## config.mk

```make
export PLATFORM = sky130hd
export DESIGN_NAME = ip_spad
export DESIGN_NICKNAME = d
export VERILOG_FILES = /design/src/rtl/ip_spad_pkg.sv /design/src/rtl/spad_rf.sv /design/src/rtl/ip_spad.sv
export SDC_FILE = /design/constraint.sdc
export NUM_CORES = 1
export LEC_CHECK = 0
export CAP_MARGIN = 20
export CORE_ASPECT_RATIO = 1.1
export CORE_MARGIN = 1.5
export CORE_UTILIZATION = 50
export CTS_BUF_LIST = sky130_fd_sc_hd__clkbuf_4 sky130_fd_sc_hd__clkbuf_8
export CTS_CLUSTER_DIAMETER = 120
export DETAILED_ROUTE_END_ITERATION = 16
export PLACE_DENSITY = 0.73
export SETUP_SLACK_MARGIN = 0.1
export SLEW_MARGIN = 0
export SYNTH_ARGS = -nofsm -noshare
export SYNTH_HDL_FRONTEND = slang
export SYNTH_SLANG_ARGS = --single-unit
```

## constraint.sdc

```tcl
create_clock -name i_clk -period 2.9 [get_ports i_clk]
set_input_delay 0.725 -clock i_clk [delete_from_list [all_inputs] [get_ports i_clk]]
set_output_delay 0.725 -clock i_clk [all_outputs]
set_load 0.005 [all_outputs]
```

## src/rtl/ip_spad_pkg.sv

```systemverilog
// Shared configuration for the input-activation scratchpad: word/depth constants
// and the controller request bundle driven by the datapath controller.
package ip_spad_pkg;

  localparam int unsigned IP_DW    = 16;
  localparam int unsigned IP_DEPTH = 16;
  localparam int unsigned IP_AW    = $clog2(IP_DEPTH);

  // Read request plus pop/clear command; addr is an offset from the current head.
  typedef struct packed {
    logic             rd;
    logic [IP_AW-1:0] addr;
    logic             pop;
    logic [IP_AW:0]   pop_n;
    logic             clear;
  } ipad_addr_t;

endpackage

```

## src/rtl/spad_rf.sv

```systemverilog
// Scratchpad register file: one write port, one registered read port.
// Shared by the input, weight and psum pads.
module spad_rf #(
  parameter int unsigned DW    = 16,
  parameter int unsigned DEPTH = 16,
  parameter int unsigned AW    = $clog2(DEPTH)
) (
  input  logic          clk,
  input  logic          rst_n,
  input  logic          we,
  input  logic [AW-1:0] waddr,
  input  logic [DW-1:0] wdata,
  input  logic          re,
  input  logic [AW-1:0] raddr,
  output logic [DW-1:0] rdata
);

  logic [DW-1:0] mem [DEPTH];

  // Storage is deliberately left unreset.
  always_ff @(posedge clk) begin
    if (we) begin
      mem[waddr] <= wdata;
    end
  end

  // Read register holds its value between reads.
  always_ff @(posedge clk or negedge rst_n) begin
    if (!rst_n) begin
      rdata <= '0;
    end else if (re) begin
      rdata <= mem[raddr];
    end
  end

endmodule

```

## src/rtl/ip_spad.sv

```systemverilog
// Input-activation scratchpad: circular buffer filled by the array feeder, read at
// head-relative offsets by the MAC datapath, and retired by controller pops.
module ip_spad
  import ip_spad_pkg::*;
#(
  parameter int unsigned DW    = IP_DW,
  parameter int unsigned DEPTH = IP_DEPTH,
  parameter int unsigned AW    = $clog2(DEPTH)
) (
  input  logic          i_clk,
  input  logic          i_rst_n,
  input  logic          i_Input_rdy,
  output logic          o_Input_ack,
  input  logic [DW-1:0] i_Input_data,
  input  ipad_addr_t    i_IPctl,
  output logic [DW-1:0] o_ip_data,
  output logic          o_ip_valid,
  output logic          o_ip_miss,
  output logic [AW:0]   o_count,
  output logic          o_pop_err
);

  localparam logic [AW:0] Full = DEPTH[AW:0];

  logic [AW-1:0] head_q, head_d, tail_q, tail_d, raddr;
  logic [AW:0]   count_q, count_d, pop_amt;
  logic          pop_err_q, pop_err_d, valid_q;
  logic          wr, hit, over;

  always_comb begin
    o_Input_ack = (count_q != Full) && !i_IPctl.clear;
    wr          = i_Input_rdy && o_Input_ack;
    hit         = i_IPctl.rd && ({1'b0, i_IPctl.addr} < count_q) && !i_IPctl.clear;
    o_ip_miss   = i_IPctl.rd && ({1'b0, i_IPctl.addr} >= count_q);
    over        = i_IPctl.pop && (i_IPctl.pop_n > count_q);
    raddr       = head_q + i_IPctl.addr;

    // Pops are bounded by the pre-update occupancy, so a same-cycle write survives.
    pop_amt = '0;
    if (i_IPctl.pop) begin
      pop_amt = over ? count_q : i_IPctl.pop_n;
    end

    head_d    = head_q + pop_amt[AW-1:0];
    tail_d    = tail_q + {{(AW-1){1'b0}}, wr};
    count_d   = count_q + {{AW{1'b0}}, wr} - pop_amt;
    pop_err_d = pop_err_q | over;

    if (i_IPctl.clear) begin
      head_d    = '0;
      tail_d    = '0;
      count_d   = '0;
      pop_err_d = 1'b0;
    end
  end

  always_ff @(posedge i_clk or negedge i_rst_n) begin
    if (!i_rst_n) begin
      head_q    <= '0;
      tail_q    <= '0;
      count_q   <= '0;
      pop_err_q <= 1'b0;
      valid_q   <= 1'b0;
    end else begin
      head_q    <= head_d;
      tail_q    <= tail_d;
      count_q   <= count_d;
      pop_err_q <= pop_err_d;
      valid_q   <= hit;
    end
  end

  spad_rf #(
    .DW    (DW),
    .DEPTH (DEPTH),
    .AW    (AW)
  ) u_rf (
    .clk   (i_clk),
    .rst_n (i_rst_n),
    .we    (wr),
    .waddr (tail_q),
    .wdata (i_Input_data),
    .re    (hit),
    .raddr (raddr),
    .rdata (o_ip_data)
  );

  assign o_ip_valid = valid_q;
  assign o_count    = count_q;
  assign o_pop_err  = pop_err_q;

endmodule
```

* Word-level counts from Yosys, hierarchy flattened
Memory sizes are Yosys's and may differ from the RTL's. A register that Yosys moved wholly into a read port is not among the register bits.
Index checks and enable logic that the tools add are counted.
** Word-level totals
- Output and inout bits :: 25
- Bits in writable memories :: 256
- Memories :: 1
- Bits of input ports :: 31
- Bits in registers :: 15
** Cells by class
- Reductions and logical operators :: 8
- Bitwise gates (word level) :: 1
- Eq/ne operators :: 1
- $lt $le $gt $ge :: 3
- Multiplexer cells :: 8
- $add $sub $neg :: 5
** Memories
- u_rf.mem :: words 16, bits a word 16, read ports 1, clocked after Yosys merged registers in 1, wr ports 1, line spad_rf.sv:18 : logic [DW-1:0] mem [DEPTH];
** Operators by type and width (number)
- $mux W5 :: 3
- $add A4 B4 Y4 :: 2
- $mux W4 :: 2
- $logic_and A1 B1 Y1 :: 6
- $add A5 B1 Y5 :: 1
- $ge A4 B5 Y1 :: 1
- $gt A5 B5 Y1 :: 1
- $lt A4 B5 Y1 :: 1
- $ne A5 B5 Y1 const B :: 1
- $sub A5 B5 Y5 :: 1
- $add A4 B1 Y4 :: 1
- $mux W1 :: 3
- $logic_not A1 Y1 :: 2
- $or A1 B1 Y1 :: 1

* Longest topological paths before layout
- Word-level depth :: 6
- Gate-level depth with buffers :: 16

* By module
A second synthesis with hierarchy kept.
** Unflattened totals
- Cell total of the unflattened synthesis :: 582
- Area, all modules :: 11746.3 sq um
** By module, submodules not included
- spad_rf :: area an instance 10458.8 sq um, cells each 452, sequential area each 8087.8 sq um, times used 1
- ip_spad :: area an instance 1287.5 sq um, cells each 130, sequential area each 375.4 sq um, times used 1

* Worst setup path after synthesis
No wires, ideal clock.
- Path kind :: input to register
- From :: input i_IPctl[5] in the netlist's numbering
- To :: register count_q[4] (netlist: o_count[4])
- Setup slack :: -413 ps
- Cell stages on the path :: 15
- Buffers on the path :: 0
- Data arrival time :: 3181 ps
- Required time :: 2768 ps
- Cells stage by stage :: ha_1 nand4_1 o221ai_1 nand2_1 a31o_2 ha_1 inv_1 ha_1 inv_1 fa_1 inv_1 a21o_1 a21oi_1 xnor3_1 nor2_1
** On the way
- Longest elaborated chain between the ends :: 6
** RTL lines
- from (decl) :: line ip_spad.sv:15 : input ipad_addr_t i_IPctl,
- $gt A5 B5 Y1 :: line ip_spad.sv:35 : over = i_IPctl.pop && (i_IPctl.pop_n > count_q);
- $logic_and A1 B1 Y1 :: line ip_spad.sv:35
- $mux W5 * :: line ip_spad.sv:41 : pop_amt = over ? count_q : i_IPctl.pop_n;
- $mux W5 * :: line ip_spad.sv:40 : if (i_IPctl.pop) begin
- $sub A5 B5 Y5 * :: line ip_spad.sv:46 : count_d = count_q + {{AW{1'b0}}, wr} - pop_amt;
- $mux W5 * :: line ip_spad.sv:49 : if (i_IPctl.clear) begin
- via count_d[4] :: line ip_spad.sv:26 : logic [AW:0] count_q, count_d, pop_amt;
- to (signal assigned) :: line ip_spad.sv:67 : count_q <= count_d;
- to (decl) :: line ip_spad.sv:26
Mark *: on every way through the listed nets, which the timed path passes. The rest lies on a longest branch.

* Worst setup path after layout
- From :: input i_IPctl[3] in the netlist's numbering
- To :: register count_q[4] (netlist: o_count[4])
The elaborated chain is that of the path after synthesis.

==> results_dict.tcl <==
set metrics [dict create \
    postRouteAntennaNets 0 \
    vias_per_cell 5.75 \
    cts_buffers 43 \
    ir_drop_v 0.000539 \
    num_io_pins 56 \
    switching_power_mw 3.58 \
    antenna_found_initial 0 \
    status "finished with violations" \
    hold_class "input port to async pin" \
    htreeDepth 2 \
    finalCritPeriodShare_pct 104 \
    rsz0062_at_grt "true" \
    placedCellCount 989 \
    dpl.hpwl_microns 16400 \
    syn_inst 579 \
    p_comb_share_pct 34.4 \
    drt_iter0_drc 395 \
    cts.path.max_buffers 3 \
    powerDensity_nw_per_um2 867 \
    fillerInstances 1582 \
    vias 6203 \
    finalSetupViolCount 2 \
    synth_fp_nets 638 \
    fp.dieH_microns 163 \
    synth.area.top_cells "edfxtp_1, mux4_2, dfrtp_1, mux2i_1, ha_1" \
    pwr-share-clk_pct 26.9 \
    fmax_ghz 0.333 \
    area_growth_pct 24.2 \
    core_sq_um 22900 \
    p_int_mw 8.94 \
    max_slew_margin_pct 39.3 \
    final_max_slew_viol_count 0 \
    clock-sinks 287 \
    netlist_area_sq_um 11600 \
    start_util_pct 50.9 \
    cp.required_ns 3.33 \
    grt_pass1_vias 6775 \
    grt_max_degree 32 \
    setup_ws_ns -0.102 \
    holdBufCountCts 0 \
    hold_violations 0 \
    fin_skew_ns 0.0154 \
    tightest_slew_ns 0.911 \
    drive_gt1_share_pct 36.6 \
    seqPwrFrac_pct 38.7 \
    rows 58 \
    diodes 0 \
    die_area_sq_um 24200 \
    p_leak_nw 5.15 \
    start_kind "input port" \
    synth_edf_count 256 \
    stdcell_count 1078 \
    p_sw_share_pct 28.6 \
    synth_common_cells "edfxtp_1, mux4_2, mux2i_1, dfrtp_1, ha_1" \
    path_class "input port to flip-flop" \
    min_period_ns 3.00 \
    yosys.area.top_type "edfxtp_1" \
    gp_congestion 0.880 \
    holdWs_ns 0.309 \
    ys_warn_count 0 \
    io_buffer_count 55 \
    synth-seq-area-share_pct 72.8 \
    synth_cell_types 39 \
    async_flop_share_pct 10.8 \
    synth_top_area_share_pct 66.1 \
    wirelength_microns 25200 \
    die_width_microns 148 \
    cp-end-kind "flip-flop" \
    wire_per_inst_microns 23.4 \
    tritoncts "done" \
    violations "setup timing" \
    clock_latency_ns 0.54 \
    critPathArrivalTime_ns 3.43 \
    grt-ovfl-total 0 \
    grtUsageTotal_pct 22.0 \
    maxCapViolCount 0 \
    first_pass_iters 4 \
    clk_pin_slew_ns 0.06 \
    path_max_fanout 7 \
    ys_ff_latch 287 \
    yosysMostFrequentCell "edfxtp_1" \
    final_nets 803 \
    avgSynthCellArea_sq_um 20.1 \
    drc 0 \
    cts-root-buf "clkbuf_8" \
    grt_pass1_wl_microns 39100 \
    ys.flop_type "edfxtp_1" \
]
==> repair_timing <==
item | CTS | global route
setup endpoints to repair | 9 | 6
hold endpoints to repair | 0 | 0
pin swaps | 19 | 19
buffers inserted | 6 | 4
resized for setup | 35 | 8
==> metal layers <==
metal | wire [microns] | part of all wire (%) | up-vias | track usage [%]
met4 | 709 | 2.8 | 0 | 7.29
met2 | 12800 | 51 | 250 | 37.3
met5 | 0 | 0 | - | 0
li1 | - | - | 2674 | -
met3 | 1610 | 6.4 | 61 | 3.84
met1 | 10000 | 40 | 3218 | 29.0
==> path summary, 6_finish.rpt <==
| path | startpoint | endpoint | slack [ns] | cells past startpoint |
|---|---|---|---|---|
| setup / recovery | i_IPctl[3] | o_count[4]$_DFF_PN0_ | -0.10 | 17 |
| hold / removal | i_rst_n | u_rf.rdata[1]$_DFFE_PN0P_ | 0.31 | 1 |
| setup reg to reg | o_count[2]$_DFF_PN0_ | o_count[4]$_DFF_PN0_ | -0.06 | 17 |
| hold reg to reg | u_rf.rdata[2]$_DFFE_PN0P_ | u_rf.rdata[2]$_DFFE_PN0P_ | 0.49 | 2 |
| max in group asynchronous | i_rst_n | u_rf.rdata[8]$_DFFE_PN0P_ | 2.01 | 1 |
| min in group i_clk | u_rf.rdata[2]$_DFFE_PN0P_ | u_rf.rdata[2]$_DFFE_PN0P_ | 0.49 | 2 |
==> sequential cells by signal, summed over array words and instances (netlist names) <==
name        flops
u_rf.mem      256
u_rf.rdata     16
o_count         5
head_q          4
tail_q          4
o_ip_valid      1
o_pop_err       1
==> worst max-delay path: stages <==
cell,delay (ns)
dlygate4sd2_1,0.27
ha_4,0.28
nand4_1,0.14
o21a_1,0.26
buf_6,0.13
nand2_4,0.07
buf_6,0.13
nand3_4,0.08
o21a_1,0.14
ha_4,0.27
inv_2,0.04
fa_2,0.38
inv_2,0.05
a21o_1,0.12
a21oi_2,0.07
xnor3_1,0.21
nor2_1,0.05
==> power by group through the flow <==
stage	clock, mW	combinational (mW)	sequential, mW
final	3.37	4.31	4.85
after detailed placement	0	4.08	4.93
after CTS	3.43	4.26	4.85
after floorplan	0	2.44	4.92
after global placement	0	3.95	4.93
after global routing	3.61	4.64	4.87
==> cell families (layout without fill, tap and decap cells) <==
kind of cell,after synthesis,count (layout),share of synthesized area [%]
compound gates,39,39,3.04
xor+xnor,11,11,0.947
fa+ha+maj,28,28,3.21
buf+inv,44,243,1.78
flops,287,287,72.8
mux,98,98,15.3
simple gates,72,72,2.88
==> layout by cell type (no fill, tap or decap), types with 3 or more instances in the layout <==
master	synthesis	final
buf_4	0	75
dfrtp_1	31	31
nand3_1	4	3
edfxtp_1	256	256
a21o_1	4	4
clkinv_1	0	8
buf_12	1	13
nor3_2	0	5
clkbuf_8	0	52
nand2_1	22	21
xor2_1	5	4
nor2_2	0	4
o221ai_2	10	11
ha_4	0	13
a21oi_2	0	4
nor2b_1	6	6
mux2i_1	32	32
mux4_2	64	64
a21oi_1	10	6
inv_2	0	8
inv_1	18	10
nor2_1	23	19
xnor2_1	5	5
o21a_1	4	4
nand2b_1	3	3
clkdlybuf4s50_1	0	45
clkbuf_4	0	13
dlygate4sd2_1	0	6
clkinv_2	0	3
o221ai_1	7	6
ha_1	25	12
buf_6	2	3
==> per-stage QoR <==
stage / utilization (%) / setup TNS [ns] / power [mW] / area, sq um / setup slack, ns
2_1_floorplan: - / -0.206 / 7.35 / 11700 / -0.206
5_1_grt: 63.2 / -0.351 / 13.1 / 14400 / -0.168
6_report: 63.2 / -0.136 / 12.5 / 14400 / -0.102
4_1_cts: 62.8 / -0.0316 / 12.5 / 14400 / -0.0316
3_3_place_gp: 58.2 / -8.96 / 8.88 / 13300 / -0.750
3_5_place_dp: 58.2 / -12.58 / 9.01 / 13300 / -0.929
==> final cells by class <==
cell class	instances	area (sq um)	share of cell area, %
multi-input combinational	248	3240	22.4
clock buffer	65	813	5.63
timing repair buffer	146	1390	9.62
sequential	287	8460	58.6
clock inverter	14	91.3	0.632
inverter	18	67.6	0.468
tap	300	375	2.60
No activity file was read; power rests on OpenSTA's default activity.
==> variant 1, RTL diff (config.mk and constraints unchanged) <==
`IP_DEPTH`: 16 -> 32.
--- a/src/rtl/ip_spad_pkg.sv
+++ b/src/rtl/ip_spad_pkg.sv
@@ -4,5 +4,5 @@
 
   localparam int unsigned IP_DW    = 16;
-  localparam int unsigned IP_DEPTH = 16;
+  localparam int unsigned IP_DEPTH = 32;
   localparam int unsigned IP_AW    = $clog2(IP_DEPTH);
 
Ports: changed (resized i_IPctl and o_count); port bits go from 56 to 59. No check against the original RTL was run, so the function may have changed too.
==> variant 1 against the original RTL <==
  * The flow still finishes with violations (negative setup slack)
  * Setup slack worse by 0.26 ns
  * Global-route usage up 2.6 points
  * Sequential cell count up 259
  * Synthesized area up 89%
  * Routed wire length up 110%
  * Count of clock-buffer cells in the layout up 45
  * Power up 110%
  * Final area up 91%
  * Sequential power up 85%
  * Critical path type unchanged
  * Largest cell class unchanged
==> variant 1: results <==
[status]
run_status = "finished with violations"
failed_checks = "negative setup slack"

[place]
post-place-ws_ns = -1.17
gp_congestion = 0.890

[worst_setup_path]
cpMaxStageDelayCell = "sky130_fd_sc_hd__clkdlybuf4s50_1"
crit_arrival_ns = 3.84
critPathMaxStageDelay_ns = 0.44
critical_path_peak_fanout = 5
cpLargestDelayFamily = "compound AO/OA/AOI/OAI gates"

[clock_tree]
insertion_delay_ns = 0.64
cts_made_buffers = 80

[yosys]
netlist_cell_types = 41
synth-seq-area-share_pct = 73.9
synth_fp_nets = 1248
synthArstFlopShare_pct = 6.23

[global_route]
grt_start_max_net_pins = 35
grt_pass1_vias = 12900

[final_layout]
num-fill-cells = 2808
final_layout_size_suffix_gt1_share_pct = 37.8
largest_reg_flops = 512

[drt]
vias = 12300
route.final.wire_length_mm = 53.7
drt-pass1-iter-count = 5
drt-initial-drc-count = 1186

[timing]
setup_viol = 17
timing.slew.headroom_pct = 40.3
fin_worst_skew_ns = 0.0368
setup_ws_ns = -0.365
-- variant 1: cell count changes after synthesis, sizes merged, moves of 17 or more --
cell / change
nor2: +42
o221ai: -17
nand2: +155
a31oi: +17
buf: +26
nand3: +32
mux2i: -32
mux4: +64
edfxtp: +256
o211ai: +32
-- variant 1: layout make-up --
cell class	instances	area share (%)
flip-flops and latches	546	58.7
multi-input cells	565	21.1
repair buffers	270	11.4
clock buffers	110	4.98
well taps	574	2.60
clock inverters	35	1.05
inverters	13	0.177
-- variant 1: worst paths after layout --
path | startpoint | to | cells past startpoint
min | i_rst_n | u_rf.rdata[9] | 1
min reg2reg | o_pop_err | o_pop_err | 2
min in group i_clk | o_pop_err | o_pop_err | 2
max reg2reg | o_count[3] | o_count[5] | 15
max in group asynchronous | i_rst_n | u_rf.rdata[11] | 1
max | i_IPctl[2] | o_count[5] | 15
-- variant 1: metal layers --
layer	share of wire [%]	up-vias	track usage (%)
li1	-	5277	-
met1	39	6336	32.3
met2	50	565	40.2
met3	7.8	111	4.62
met4	3.7	0	10.6
met5	0	-	0
-- variant 1: repair_timing --
action | 4_1_cts | 5_1_grt
endpoints found under the hold margin | 0 | 0
setup buffers | 25 | 5
setup endpoints to repair | 25 | 27
pin swaps | 81 | 65
gates cloned | 9 | 1
gates resized for setup | 86 | 59
-- variant 1: through the flow --
step | TNS [ns] | total power (W) | cells
2_1_floorplan | -1.58 | 0.0137 | 1181
3_3_place_gp | -18.54 | 0.0177 | 1931
3_5_place_dp | -19.97 | 0.0179 | 1931
4_1_cts | -1.35 | 0.0256 | 2109
5_1_grt | -2.75 | 0.0270 | 2113
6_report | -1.29 | 0.0259 | 2113
-- variant 1: kinds of logic (layout without fill, tap and decap cells) --
group	Yosys count	in the layout	share of synthesized area (%)
adders and majority gates	34	34	2.04
DFF	546	546	73.9
muxes	130	130	13.3
xor gates and xnor gates	16	16	0.809
AOI/OAI and AO/OA	83	83	2.63
buffers and inverters	71	428	1.60
and+or+nand+nor	301	302	5.76
-- variant 1: power groups by stage --
stage / registers (W) / clock network (W) / logic, W
after floorplan: 0.00913 / 0 / 0.00456
after global placement: 0.00913 / 0 / 0.00858
after detailed placement: 0.00914 / 0 / 0.00875
after CTS: 0.00898 / 0.00648 / 0.0102
after global routing: 0.00899 / 0.00680 / 0.0112
final: 0.00898 / 0.00638 / 0.0106
==> variant 2, RTL diff (same flow settings) <==
Without the edit above. Register the output `o_count` once more, with the module's reset; this adds one clock of latency there. The other outputs are not delayed to match.
--- a/src/rtl/ip_spad.sv
+++ b/src/rtl/ip_spad.sv
@@ -87,5 +87,11 @@
 
   assign o_ip_valid = valid_q;
-  assign o_count    = count_q;
+  always_ff @(posedge i_clk or negedge i_rst_n) begin
+    if (!i_rst_n) begin
+      o_count <= '0;
+    end else begin
+      o_count <= count_q;
+    end
+  end
   assign o_pop_err  = pop_err_q;
 
Behaviour: not the same (a bounded check fails within 4 cycles, from zero or initial values and one cycle with i_rst_n low).
==> variant 2 against the original RTL <==
  * Clock skew fell by 0.00094 ns
  * Synthesized area rose by 1.1%
  * Count of clock-buffer cells in the layout grew 5
  * Synthesized cell count grew 1.0%
  * Power up 0.52%
  * Setup slack improved by 0.17 ns
  * Global-route usage fell by 1.3 points
  * Cell count rose by 1.2%
  * Routed wire length decreased by 5.1%
  * Sequential cell count is 5 higher
  * Final area up 0.38%
  * Fmax increased by 5.9%
  * First-iteration DRC count increased by 9.1%
  * Critical endpoint is now count_q[4]
  * Largest power group unchanged
  * Highest routed layer unchanged
==> variant 2: results <==
[drt]
vias = 6077
met2WireLength_mm = 12.1
drt-initial-drc-count = 431
wirelength_met1_mm = 9.88
drt-pass1-iter-count = 5
met3_wirelength_mm = 1.47
top_layer_used = "met4"
route.final.wire_length_mm = 23.9

[worst_setup_path]
crit_arrival_ns = 3.26
critical_path_peak_fanout = 2
critPathMaxStageDelay_ns = 0.36
cpLargestDelayFamily = "adder cells"

[yosys]
netlist_top_cells_area = "sky130_fd_sc_hd__edfxtp_1, sky130_fd_sc_hd__mux4_2, sky130_fd_sc_hd__dfrtp_1"
synth-seq-area-share_pct = 73.1
synthArstFlopShare_pct = 12.3
synth_fp_nets = 644
synth_top_cells_by_count = "sky130_fd_sc_hd__edfxtp_1, sky130_fd_sc_hd__mux4_2, sky130_fd_sc_hd__dfrtp_1"
synth_warn = 0
synth-edff-count = 256
netlist_cell_types = 37

[final_layout]
registers.top_by_ff_count = "u_rf.mem"
top_flop_regs = "u_rf.mem x256, u_rf.rdata x16"
num_antenna_cells = 0
num-fill-cells = 1542
num-nets-final = 815
final_layout_size_suffix_gt1_share_pct = 36.7

[clock_tree]
cts-htree-levels = 2
insertion_delay_ns = 0.55
cts_made_buffers = 44

[global_route]
met2_usage_pct = 34.7
globalRouteMet3Util_pct = 3.67
fraction_of_met1_tracks_used_by_global_routing_pct = 27.7
grt_pass1_wl_mm = 37.0
number_of_antenna_violations_at_the_first_check_in_global_routing = 0
grtUsageTotal_pct = 20.7
grt_pass1_vias = 6577
grt_start_max_net_pins = 27

[pwr]
combPwrFrac_pct = 34.5
power.share.switching_pct = 28.3
max-vdd-ir-drop_mv = 0.495
finalPower_w = 0.0126
cellLeakagePower_nw = 5.23
pg_clk_w = 0.00329

[timing]
setup_viol = 0
timing.slew.headroom_pct = 60.3
fin_worst_skew_ns = 0.0145

[status]
run_status = "completed"

[min_path]
holdCritPathClass = "in -> async"

[place]
post-place-ws_ns = -0.743
gp_congestion = 0.843
detailedPlacementHpwl_mm = 15.7
io_buffer_count = 55
placed_area_um2 = 13500
## variant 2: area by class of cell
type | instances | area (um^2) | area share, %
Clock buffer | 70 | 832 | 5.74
Multi-Input combinational cell | 249 | 3180 | 21.9
Tap cell | 300 | 375 | 2.59
Timing Repair Buffer | 151 | 1400 | 9.67
Sequential cell | 292 | 8590 | 59.2
Inverter | 18 | 70.1 | 0.483
Clock inverter | 11 | 51.3 | 0.354
## variant 2: timing repair
action / CTS / global route
buffers inserted: 2 / 4
hold buffers: 0 / 0
resized for setup: 20 / 10
cloned: 0 / 0
pin swaps: 18 / 14
endpoints found under the setup margin: 8 / 6
## variant 2: path summary, 6_finish.rpt
check	start	end	slack, ns	cells past startpoint
worst min-delay path	i_rst_n	o_count[4]	0.07	1
min in group i_clk	u_rf.rdata[8]	u_rf.rdata[8]	0.50	2
worst max-delay path	i_IPctl[3]	count_q[4]	0.07	17
worst min register to register	u_rf.rdata[8]	u_rf.rdata[8]	0.50	2
max in group asynchronous	i_rst_n	o_count[3]	2.11	2
worst max register to register	count_q[2]	count_q[4]	0.09	17
## variant 2: cells by family (layout without fill, tap and decap cells)
| group | after synthesis | count (layout) | synth area share [%] |
|---|---|---|---|
| AOI/OAI and AO/OA | 38 | 38 | 2.93 |
| buffers and inverters | 44 | 250 | 1.76 |
| adders and majority gates | 28 | 28 | 3.17 |
| DFF | 292 | 292 | 73.1 |
| muxes | 98 | 98 | 15.2 |
| xor gates and xnor gates | 11 | 11 | 0.937 |
| and+or+nand+nor | 74 | 74 | 2.92 |
## variant 2: per-stage QoR
stage               std cells  setup TNS, ns
floorplan                 585        -0.0500
global placement         1004          -7.69
CTS                      1087              0
global route             1091        -0.0505
finish                   1091              0
detailed placement       1004          -8.87
